[config.mk]
export PLATFORM = sky130hd
export DESIGN_NAME = cacheline_arbiter
export DESIGN_NICKNAME = d
export VERILOG_FILES = /design/src/rtl/cacheline_arbiter_pkg.sv /design/src/rtl/cacheline_read_tracker.sv /design/src/rtl/cacheline_arbiter.sv
export SDC_FILE = /design/constraint.sdc
export NUM_CORES = 1
export LEC_CHECK = 0
export ABC_AREA = 1
export BUFFER_PORTS_ARGS = -buffer_cell sky130_fd_sc_hd__clkbuf_2
export CAP_MARGIN = 30
export CORE_AREA = 2 2 672 674
export CTS_BUF_LIST = sky130_fd_sc_hd__clkbuf_4 sky130_fd_sc_hd__clkbuf_8 sky130_fd_sc_hd__clkbuf_16
export CTS_CLUSTER_SIZE = 8
export DETAILED_ROUTE_END_ITERATION = 8
export DIE_AREA = 0 0 674 676
export MAX_ROUTING_LAYER = met4
export PLACE_DENSITY_LB_ADDON = 0.3
export SYNTH_ARGS = -nofsm -noshare
export SYNTH_HDL_FRONTEND = slang
export SYNTH_HIERARCHICAL = 1
export SYNTH_SLANG_ARGS = --single-unit
[constraint.sdc]
create_clock -name clk -period 9.15 [get_ports clk]
set_input_delay 0 -clock clk [delete_from_list [all_inputs] [get_ports clk]]
set_output_delay 0 -clock clk [all_outputs]
set_load 0.03 [all_outputs]
[src/rtl/cacheline_arbiter_pkg.sv]
// Shared types for the cacheline arbiter: requester ownership tags and FSM states.
package cacheline_arbiter_pkg;

    localparam int ADDR_W = 32;
    localparam int DATA_W = 256;

    typedef enum logic {
        OWNER_I = 1'b0,
        OWNER_D = 1'b1
    } owner_e;

    typedef enum logic [1:0] {
        IDLE   = 2'd0,
        HOLD_I = 2'd1,
        HOLD_D = 2'd2
    } state_e;

endpackage

[src/rtl/cacheline_read_tracker.sv]
// Outstanding-read table: lowest-free allocation, full flag, address collision
// checks for both requesters, and response match/free.
module cacheline_read_tracker
    import cacheline_arbiter_pkg::*;
#(
    parameter int DEPTH = 4
) (
    input  logic              clk,
    input  logic              rst_n,
    input  logic              alloc,
    input  logic [ADDR_W-1:0] alloc_addr,
    input  owner_e            alloc_owner,
    input  logic [ADDR_W-1:0] check_i_addr,
    input  logic [ADDR_W-1:0] check_d_addr,
    output logic              full,
    output logic              collide_i,
    output logic              collide_d,
    input  logic              rsp_valid,
    input  logic [ADDR_W-1:0] rsp_addr,
    output logic              hit,
    output owner_e            hit_owner
);

    logic [DEPTH-1:0]  valid;
    logic [ADDR_W-1:0] addr_q [DEPTH];
    owner_e            owner_q [DEPTH];

    logic [DEPTH-1:0]  free_onehot;
    logic [DEPTH-1:0]  match;

    // Lowest clear bit of valid. Built from the current valid vector, so a slot
    // being freed this cycle is never handed out in the same cycle.
    assign free_onehot = ~valid & (valid + DEPTH'(1));
    assign full        = &valid;

    always_comb begin
        collide_i = 1'b0;
        collide_d = 1'b0;
        match     = '0;
        hit_owner = OWNER_I;
        for (int k = 0; k < DEPTH; k++) begin
            if (valid[k] && (addr_q[k] == check_i_addr)) collide_i = 1'b1;
            if (valid[k] && (addr_q[k] == check_d_addr)) collide_d = 1'b1;
            match[k] = valid[k] && (addr_q[k] == rsp_addr);
        end
        for (int k = DEPTH - 1; k >= 0; k--) begin
            if (match[k]) hit_owner = owner_q[k];
        end
    end

    assign hit = rsp_valid && (|match);

    always_ff @(posedge clk) begin
        if (!rst_n) begin
            valid <= '0;
        end else begin
            for (int k = 0; k < DEPTH; k++) begin
                if (rsp_valid && match[k]) valid[k] <= 1'b0;
                if (alloc && free_onehot[k]) valid[k] <= 1'b1;
            end
        end
    end

    always_ff @(posedge clk) begin
        for (int k = 0; k < DEPTH; k++) begin
            if (alloc && free_onehot[k]) begin
                addr_q[k]  <= alloc_addr;
                owner_q[k] <= alloc_owner;
            end
        end
    end

endmodule

[src/rtl/cacheline_arbiter.sv]
// Round-robin arbiter sharing one downstream cacheline port between the
// instruction and data caches, with out-of-order response steering.
module cacheline_arbiter
    import cacheline_arbiter_pkg::*;
#(
    parameter int DEPTH = 4
) (
    input  logic              clk,
    input  logic              rst_n,

    input  logic [ADDR_W-1:0] icache_addr,
    input  logic              icache_read,
    input  logic              icache_write,
    input  logic [DATA_W-1:0] icache_wdata,
    output logic              icache_ready,
    output logic [ADDR_W-1:0] icache_raddr,
    output logic [DATA_W-1:0] icache_rdata,
    output logic              icache_rvalid,

    input  logic [ADDR_W-1:0] dcache_addr,
    input  logic              dcache_read,
    input  logic              dcache_write,
    input  logic [DATA_W-1:0] dcache_wdata,
    output logic              dcache_ready,
    output logic [ADDR_W-1:0] dcache_raddr,
    output logic [DATA_W-1:0] dcache_rdata,
    output logic              dcache_rvalid,

    output logic [ADDR_W-1:0] dfp_addr,
    output logic              dfp_read,
    output logic              dfp_write,
    output logic [DATA_W-1:0] dfp_wdata,
    input  logic              dfp_ready,
    input  logic [ADDR_W-1:0] dfp_raddr,
    input  logic [DATA_W-1:0] dfp_rdata,
    input  logic              dfp_rvalid,

    output logic              err
);

    // state  | meaning
    // IDLE   | arbitrate each cycle; acceptance in the same cycle stays here
    // HOLD_I | icache grant locked until dfp_ready
    // HOLD_D | dcache grant locked until dfp_ready (covers multi-beat writes)

    state_e state, state_next;
    owner_e last, last_next;
    logic   grant_i, grant_d;
    logic   i_elig, d_elig;
    logic   full, collide_i, collide_d;
    logic   hit;
    owner_e hit_owner;
    logic   err_q;

    // The icache is read-only; its write channel is deliberately dropped.
    logic unused_icache;
    assign unused_icache = ^{icache_write, icache_wdata};

    cacheline_read_tracker #(
        .DEPTH (DEPTH)
    ) u_tracker (
        .clk          (clk),
        .rst_n        (rst_n),
        .alloc        (dfp_read && dfp_ready),
        .alloc_addr   (dfp_addr),
        .alloc_owner  (grant_d ? OWNER_D : OWNER_I),
        .check_i_addr (icache_addr),
        .check_d_addr (dcache_addr),
        .full         (full),
        .collide_i    (collide_i),
        .collide_d    (collide_d),
        .rsp_valid    (dfp_rvalid),
        .rsp_addr     (dfp_raddr),
        .hit          (hit),
        .hit_owner    (hit_owner)
    );

    assign i_elig = icache_read && !full && !collide_i;
    assign d_elig = dcache_write || (dcache_read && !full && !collide_d);

    always_ff @(posedge clk) begin
        if (!rst_n) begin
            state <= IDLE;
            last  <= OWNER_D;
            err_q <= 1'b0;
        end else begin
            state <= state_next;
            last  <= last_next;
            if (dfp_rvalid && !hit) err_q <= 1'b1;
        end
    end

    always_comb begin
        state_next = state;
        last_next  = last;
        grant_i    = 1'b0;
        grant_d    = 1'b0;
        case (state)
            IDLE: begin
                if (i_elig && d_elig) begin
                    if (last == OWNER_D) grant_i = 1'b1;
                    else                 grant_d = 1'b1;
                end else if (i_elig) begin
                    grant_i = 1'b1;
                end else if (d_elig) begin
                    grant_d = 1'b1;
                end
                if (dfp_ready) begin
                    if (grant_i) last_next = OWNER_I;
                    if (grant_d) last_next = OWNER_D;
                end else if (grant_i) begin
                    state_next = HOLD_I;
                end else if (grant_d) begin
                    state_next = HOLD_D;
                end
            end
            HOLD_I: begin
                grant_i = 1'b1;
                if (dfp_ready) begin
                    state_next = IDLE;
                    last_next  = OWNER_I;
                end
            end
            HOLD_D: begin
                grant_d = 1'b1;
                if (dfp_ready) begin
                    state_next = IDLE;
                    last_next  = OWNER_D;
                end
            end
            default: state_next = IDLE;
        endcase
        // Keep every downstream and handshake output quiet while reset is held.
        if (!rst_n) begin
            grant_i = 1'b0;
            grant_d = 1'b0;
        end
    end

    always_comb begin
        dfp_addr  = '0;
        dfp_read  = 1'b0;
        dfp_write = 1'b0;
        dfp_wdata = '0;
        if (grant_i) begin
            dfp_addr = icache_addr;
            dfp_read = icache_read;
        end else if (grant_d) begin
            dfp_addr  = dcache_addr;
            dfp_read  = dcache_read;
            dfp_write = dcache_write;
            dfp_wdata = dcache_wdata;
        end
    end

    assign icache_ready = grant_i && dfp_ready;
    assign dcache_ready = grant_d && dfp_ready;

    assign icache_rvalid = rst_n && hit && (hit_owner == OWNER_I);
    assign dcache_rvalid = rst_n && hit && (hit_owner == OWNER_D);
    assign icache_raddr  = dfp_raddr;
    assign icache_rdata  = dfp_rdata;
    assign dcache_raddr  = dfp_raddr;
    assign dcache_rdata  = dfp_rdata;

    assign err = err_q;

endmodule

==> impl_metrics.yaml <==
sta:
  final-hold-violation-count: 0
  fin_skew_ns: 0.0178
  drv_slew: 0
  slew_headroom_pct: 32.6
  setup_viol: 0
  tns_ns: 0
  rsz0062_at_grt: "false"
  holdWs_ns: 0.0000185
  fmax_mhz: 163
  fin_crit_sh_pct: 67.2
  min_period_ns: 6.14
  worstMarginPinSlew_ns: 1.00
logic_synthesis:
  yosys_warnings: 6
  syn_area_mm2: 0.0168
  synth_area_leaders: "buf_4, edfxtp_1, nand2_1"
  synth_top_area_cell: "buf_4"
  syn_avg_cell_area_um2: 6.64
  seq_area_frac_synth_pct: 24.6
  syn-num-nets: 3402
  synth.top_cell.area_share_pct: 26.0
  yosys_register_bits: 140
  syn_inst: 2527
  ys_types: 38
global_routing:
  grt_usage_pct: 14.1
  grt_pass1_wl_mm: 367
  grt_max_degree: 138
  antenna_found_initial: 116
  grt_overflow: 0
  grt_pass1_vias: 18300
critical_path:
  cp_data_arrival_time_ns: 6.14
  path_max_fanout: 69
  path_class: "reg -> out"
  r2r_cells: 24
  cp-end-kind: "output port"
  cp-start-kind: "flip-flop"
  crit_required_ns: 9.15
die:
  placementRows: 246
  die_x_um: 674
  ioPinCount: 1743
  die-height_um: 676
  core_mm2: 0.448
  initial_utilization_pct: 3.75
  die-area_mm2: 0.456
power:
  power_switching_uw: 1510
  ir_drop_mv: 0.149
  totalPowerFinal_uw: 2940
  cellLeakagePower_uw: 0.00867
  internal_power_uw: 1430
  powerDensity_mw_per_mm2: 122
  seqPwrFrac_pct: 26.2
  switching_share_pct: 51.3
  combPwrFrac_pct: 47.7
  pwr-share-clk_pct: 26.1
clock_tree:
  htree_levels: 4
  clock_sinks: 140
  clk_latency_ns: 0.52
  cts_root_buffer: "clkbuf_16"
  tritoncts: "yes"
  cts_made_buffers: 17
  clockBufferDepth: 2
  cts.repair.resized: 0
  cts.clk_slew.worst_paths_ns: 0.07
final_layout:
  drive_gt1_share_pct: 30.8
  nFillCells: 53500
  nets: 3514
  area_delta_synth_final_pct: 43.1
  fin_util_pct: 5.36
  final_cells: 8662
placed_design:
  place.gp.congestion: 0.943
  placed_cells: 8569
  io_buffers: 717
  dp.final_hpwl_mm: 296
run_status:
  run_status: "completed"
run:
  cap_violations: 0
hold_path:
  hold_depth: 0
  hp-class: "in -> out"
detailed_routing:
  wl_mm: 327
  drt-vias-per-instance: 2.25
  drt_first_pass_iters: 5
  ant_nets: 0
  wire_per_inst_um: 37.7
  drt_iter0_markers: 1982
  vias: 19500
  drc: 0
==> synth_stat cells (all sizes together) <==
| cell | number |
|---|---|
| a21boi | 2 |
| a21oi | 22 |
| a221oi | 15 |
| and3 | 1 |
| buf | 642 |
| clkbuf | 5 |
| dfxtp | 8 |
| edfxtp | 132 |
| ha | 3 |
| inv | 224 |
| nand2 | 624 |
| nand3 | 64 |
| nand3b | 5 |
| nand4 | 26 |
| nor2 | 421 |
| nor3 | 20 |
| nor3b | 1 |
| nor4 | 9 |
| o2111ai | 1 |
| o211ai | 3 |
| o21ai | 53 |
| o221ai | 3 |
| o22ai | 162 |
| or2 | 3 |
| xnor2 | 38 |
| xor2 | 40 |
==> per-layer routing <==
| metal | vias up | share of wire, % | track usage (%) |
|---|---|---|---|
| li1 | 7827 | - | - |
| met1 | 9260 | 28 | 11.2 |
| met2 | 2065 | 49 | 24.1 |
| met3 | 376 | 18 | 11.0 |
| met4 | 0 | 4.5 | 5.14 |
| met5 | - | 0 | - |
==> through the flow <==
| step | setup slack (ns) | area, um2 |
|---|---|---|
| 2_1_floorplan | 4.11 | 16800 |
| 3_3_place_gp | 3.50 | 23200 |
| 3_5_place_dp | 3.53 | 23200 |
| 4_1_cts | 3.03 | 23900 |
| 5_1_grt | 2.81 | 24000 |
| 6_report | 3.01 | 24000 |
==> cells by family after synthesis <==
| group | count (synthesis) | synth area share, % |
|---|---|---|
| adder cells (fa/ha/maj) | 3 | 0.224 |
| XOR/XNOR | 78 | 4.07 |
| AO/OA/AOI/OAI | 261 | 9.54 |
| AND/OR/NAND/NOR | 1174 | 27.8 |
| buffers and inverters | 871 | 33.8 |
| flip-flops | 140 | 24.6 |
==> registers in the layout, summed over array words and instances, names as in the netlist <==
register and flops:
err 1, last 1, u_tracker/valid 4, u_tracker/owner_q 4
u_tracker/addr_q 128, state 2
==> repair_timing <==
action                                 in CTS  in global routing
setup endpoints to repair                   0                  0
hold buffers                                3                  0
endpoints found under the hold margin       6                  0
setup buffers                               0                  0
==> layout by cell type, fill, tap and decap left out, drive strengths merged <==
| master | instances |
|---|---|
| clkbuf | 734 |
| nand2 | 624 |
| nor2 | 421 |
| inv | 232 |
| o22ai | 162 |
| edfxtp | 132 |
| nand3 | 64 |
| diode | 58 |
| o21ai | 53 |
| xor2 | 40 |
| xnor2 | 38 |
| nand4 | 26 |
| a21oi | 22 |
| nor3 | 20 |
| buf | 20 |
| a221oi | 15 |
| nor4 | 9 |
| dfxtp | 8 |
| nand3b | 5 |
| clkinv | 3 |
| ha | 3 |
| dlygate4sd3 | 3 |
| o221ai | 3 |
| o211ai | 3 |
| or2 | 3 |
| bufinv | 2 |
| clkinvlp | 2 |
| a21boi | 2 |
| and3 | 1 |
| nor3b | 1 |
| o2111ai | 1 |
==> critical path, stage by stage (launching register included) <==
cell	delay, ns
edfxtp_1	0.58
inv_1	0.19
o21ai_0	0.10
buf_4	0.20
a21oi_1	0.42
nand3_1	0.33
nor2_1	0.17
nand3b_1	0.22
nor2_1	0.15
nor2_1	0.06
nand2_1	0.17
inv_1	0.06
nand4_1	0.10
nand2_2	0.12
nand3_1	0.09
nand2_1	0.07
nand2_2	0.61
clkinv_8	0.62
buf_4	0.51
nor2_1	0.39
clkbuf_2	0.28
==> worst paths after layout <==
check	startpoint	endpoint	slack (ns)
setup / recovery	u_tracker/addr_q[0][29]$_DFFE_PP_	dfp_wdata[56]	3.01
hold / removal	dfp_rdata[42]	icache_rdata[42]	0.00002
setup reg to reg	u_tracker/addr_q[3][1]$_DFFE_PP_	u_tracker/addr_q[2][3]$_DFFE_PP_	3.46
hold reg to reg	state[0]$_SDFFE_PN0P_	state[0]$_SDFFE_PN0P_	0.49
==> final cells by class <==
cell class | instances | area (um2) | area share [%]
Inverter | 224 | 853 | 3.55
Sequential cell | 140 | 4120 | 17.2
Timing Repair Buffer | 740 | 3810 | 15.8
Clock buffer | 17 | 425 | 1.77
Multi-Input combinational cell | 1516 | 7020 | 29.2
Tap cell | 5952 | 7450 | 31.0
Clock inverter | 15 | 196 | 0.818
Antenna cell | 58 | 145 | 0.604
==> power groups by stage <==
| stage | Clock (uW) | Sequential, uW | Combinational (uW) |
|---|---|---|---|
| after floorplan | 0 | 764 | 1110 |
| after global placement | 0 | 785 | 1440 |
| after detailed placement | 0 | 783 | 1430 |
| after CTS | 787 | 769 | 1440 |
| after global routing | 803 | 770 | 1480 |
| final | 766 | 771 | 1400 |
(Power assumes the default switching activity.)
